--- config.mk ---
export PLATFORM = sky130hd
export DESIGN_NAME = regfile
export DESIGN_NICKNAME = d
export VERILOG_FILES = /design/src/rtl/regfile.sv
export SDC_FILE = /design/constraint.sdc
export NUM_CORES = 2
export LEC_CHECK = 0
export CORE_MARGIN = 10
export CORE_UTILIZATION = 55
export CTS_CLUSTER_SIZE = 28
export DETAILED_ROUTE_END_ITERATION = 7
export HOLD_SLACK_MARGIN = 0.12
export PLACE_DENSITY_LB_ADDON = 0.08
export SLEW_MARGIN = 0
export SYNTH_ARGS = -nofsm -noshare
export SYNTH_HDL_FRONTEND = slang
export SYNTH_SLANG_ARGS = --single-unit
--- constraint.sdc ---
create_clock -name clk -period 4.8 [get_ports clk]
set_input_delay 0.48 -clock clk [delete_from_list [all_inputs] [get_ports clk]]
set_output_delay 0.48 -clock clk [all_outputs]
set_load 0.03 [all_outputs]
--- src/rtl/regfile.sv ---
// Two-read, one-write architectural register file.
// r0 is hardwired to zero; reads bypass a same-cycle write.
module regfile #(
  parameter int DATA_W = 32,
  parameter int ADDR_W = 5,
  parameter int DEPTH  = 32
) (
  input  logic              clk,
  input  logic              rst,
  input  logic              we,
  input  logic [ADDR_W-1:0] waddr,
  input  logic [DATA_W-1:0] wdata,
  input  logic              re1,
  input  logic [ADDR_W-1:0] raddr1,
  output logic [DATA_W-1:0] rdata1,
  input  logic              re2,
  input  logic [ADDR_W-1:0] raddr2,
  output logic [DATA_W-1:0] rdata2
);

  logic [DATA_W-1:0] regs [DEPTH];

  logic wr_ok;
  logic hit1;
  logic hit2;

  assign wr_ok = we && (waddr != '0);
  assign hit1  = wr_ok && (waddr == raddr1);
  assign hit2  = wr_ok && (waddr == raddr2);

  // Storage: reset clears every entry, writes to r0 are dropped.
  always_ff @(posedge clk) begin
    if (rst) begin
      for (int i = 0; i < DEPTH; i++) begin
        regs[i] <= '0;
      end
    end else if (wr_ok) begin
      regs[waddr] <= wdata;
    end
  end

  // Port 1: reset, disable and r0 force zero; then bypass, then array.
  always_comb begin
    rdata1 = '0;
    if (rst) begin
      rdata1 = '0;
    end else if (!re1) begin
      rdata1 = '0;
    end else if (raddr1 == '0) begin
      rdata1 = '0;
    end else if (hit1) begin
      rdata1 = wdata;
    end else begin
      rdata1 = regs[raddr1];
    end
  end

  // Port 2: same priority as port 1, fully independent.
  always_comb begin
    rdata2 = '0;
    if (rst) begin
      rdata2 = '0;
    end else if (!re2) begin
      rdata2 = '0;
    end else if (raddr2 == '0) begin
      rdata2 = '0;
    end else if (hit2) begin
      rdata2 = wdata;
    end else begin
      rdata2 = regs[raddr2];
    end
  end

endmodule

==> summary by stage <==
STA
Setup repair after global routing left no endpoint under its margin. The count of pins over their slew limit is 0. Headroom to the max-slew limit came out at 8.690%. The post-layout minimum cycle time is 4858 ps. The highest achievable clock rate is 205.8 MHz.

The transition time at the pin with the least slew margin is 1365 ps. The number of hold violations in the final report came to 0. The post-route worst hold slack is 559.4 ps.

The slack of the critical path is -58.48 ps. The count of endpoints failing setup in the final report is 1. The share of the clock period used by the worst path is 101.2%.

Detailed routing
The routed layout has 36698 vias. The detailed-router iteration count before antenna repair is 5. In the routed layout, each cell is associated on average with a via count of 7.197. The number of violations reported at the end of detailed-routing iteration 0 is 5858. For this block, the routed nets add up to 189400 µm of wire. The number of design rule violations left after detail routing is 0. The detail route stage leaves a number of antenna-violating nets equal to 0. The post-detailed-route wirelength per cell is 37.15 µm.

Finish
The share of final-layout standard cells stronger than drive strength 1 is 24.93%. The largest registers in the layout are regs: 1024 flops. After the last flow step, the layout net total stands at 3765. The finished layout holds 5099 standard cells, fillers aside. The flip-flop count of the largest register after layout is 1024. The register with the most flip-flops is regs. The number of inserted filler cells in the final layout is 7153. After routing the design area is 61860 µm². From synthesis to final layout, the design area changed by 13.80%.

Floorplanning
The starting density of the core is 55.31%. The floorplan step defined a core boundary enclosing 98280 µm². The die is 334.4 µm wide.

The count of boundary I/O pins is 116. The area of the die is 111800 µm². In this run the vertical extent of the chip is 334.4 µm. The floorplan row count is 115.

Synth
The sequential cell area fraction in the yosys report is 56.57%. Yosys attributes the largest share of cell area to edfxtp_1, mux4_2, and2_1. The commonest cells after synthesis are edfxtp_1, and2_1, mux4_2. The cell count after synthesis is 3674.

The biggest area consumer among synthesized cells is edfxtp_1. Dividing the synthesized area by the synthesized cell count gives 14.79 µm². The synthesized netlist contains 39 unique library cells. The dominant synthesized flop cell is edfxtp_1. Summing every instance area after synthesis gives 54350 µm². The library cell with the highest instance count after synthesis is edfxtp_1.

The area share of the largest cell type after synthesis is 56.57%. The synthesized design contains 1024 enable-type register cells. The proportion of synthesized flip-flops having asynchronous set or reset is 0%. The Yosys step of the flow raised 0 warnings.

The synthesized design contains 1024 register bits.

Setup path
The capturing element type of the critical path is a primary output. The slowest stage of the critical path is the a211oi_1 cell. The required arrival time at the worst endpoint is 4320 ps. The arrival time of the worst setup path is 4380 ps. In this run the worst path has a maximum fanout of 22. The largest single stage delay on the critical path is 1100 ps.

The most frequent cell on the critical path is buf_4. The kind of start point of the critical path is an input port. The setup path with the least slack is of type in2out. Walking the worst path, the cells encountered are clkdlybuf4s50_1 -> or3_1 -> o31ai_4 -> o311ai_4 -> buf_4 -> a211oi_1 -> a221o_1 -> buf_4.

Global routing
The via count of the first global-routing pass is 36650. Entering global routing, the biggest net connects 86 pins. Global routing finished with a remaining overflow of 0. The first-pass GRT wire length is 266800 µm. The initial antenna violation count is 7. Global routing used 33.46% of the available tracks.

Place
Counting tap cells, the placed design contains a total of 4890 instances. The port buffer count is 115. The wire-length estimate of the detail-placed layout is 111700 µm. Summing all placed instances gives a cell area of 58230 µm². The routability congestion estimate is 0.8756.

Power and ir drop
For this design the ratio of total power to cell area is 355.5 nW/µm². The worst supply voltage drop on vdd is 0.3615 mV. The cell leakage power is 21.37 nW.

CTS
The number of setup buffers added after CTS is 0. The TritonCTS clock tree is built. The depth of the CTS H-tree is 3. The clock net in this run drives a total of 1024 sinks. The number of clock buffers added by TritonCTS is 108.

The tree is rooted in a clkbuf_16. The CTS clock-pin slew for the worst setup and hold paths is 60 ps. In this run, post-CTS hold repair placed 0 buffers. The clock passes through at most 3 buffers.

Outcome
The final reports fail on setup timing. The run finished, with violations left.

Job
The tool flagged a number of max-cap violations equal to 0.

Worst hold path
The tightest min-delay check is of the in2reg type. The instance count along the most critical hold path is 2.
[critical path: cells and delay by family]
family | cells | cell delay, ps
and+or+nand+nor | 1 | 530
buffers and inverters | 3 | 1170
AOI/OAI and AO/OA | 4 | 2160
[cells in the final DEF (no fill, tap or decap), drive strengths merged, types with 34 or more instances in the layout]
master         count
o221ai            63
mux4             449
mux2i            128
o22ai            104
clkbuf           128
and2             994
clkdlybuf4s50     43
clkinv            59
a21oi             63
a211oi            34
buf              259
o21ai             64
nor2              57
edfxtp          1024
a22oi             84
[power by group]
group / leakage (nW) / total, mW / switching [mW] / internal [mW]
logic: 9.85 / 2.77 / 1.62 / 1.15
clock network: 1.78 / 8.64 / 3.58 / 5.06
registers: 9.75 / 10.6 / 0.253 / 10.3
[per-layer routing]
metal  up-vias  global-route usage, %  wire length (µm)
met5         -                      0                50
met4         8                  16.54             10120
met3       574                  8.935             24140
met2      2805                  51.41             86950
met1     18941                  43.95             68180
li1      14370                      -                 -
[cell type report]
cell class                      instances  area (µm²)  share of cell area (%)
Antenna cell                            5       12.51                 0.02023
Clock buffer                          128        2841                   4.594
Clock inverter                         76       768.2                   1.242
Inverter                                4       15.01                 0.02427
Multi-Input combinational cell       2273       22640                   36.60
Sequential cell                      1024       30750                   49.71
Tap cell                             1287        1610                   2.603
Timing Repair Buffer                  302        3219                   5.205
[path summary, 6_finish.rpt]
path	startpoint	endpoint
max	waddr[3]	rdata2[7]
min	rst	regs[0][11]$_SDFFCE_PN0P_
[cell families after synthesis]
| kind of cell | Yosys count | synth area share, % |
|---|---|---|
| other | 1 | 0.006899 |
| DFF | 1024 | 56.57 |
| buffers and inverters | 408 | 2.981 |
| AOI/OAI and AO/OA | 484 | 6.259 |
| and+or+nand+nor | 1170 | 13.06 |
| xor gates and xnor gates | 10 | 0.1611 |
| muxes | 577 | 20.96 |
[metrics by stage]
stage | utilization, % | worst slack (ps) | setup TNS (ps) | power, mW
after CTS | 62.92 | 122.4 | 0 | 21.95
final | 62.94 | -58.48 | -58.48 | 21.99
after detailed placement | 59.25 | 142.5 | 0 | 13.46
after floorplan | - | 688.8 | 0 | 12.30
after global routing | 62.93 | 3.971 | 0 | 22.51
after global placement | 59.25 | 172.0 | 0 | 13.38
[repair_timing]
item	CTS	global route
hold endpoints to repair	0	0
gates resized for setup	0	1
endpoints found under the setup margin	0	1
Note: power is estimated with default switching activity, not from simulation.
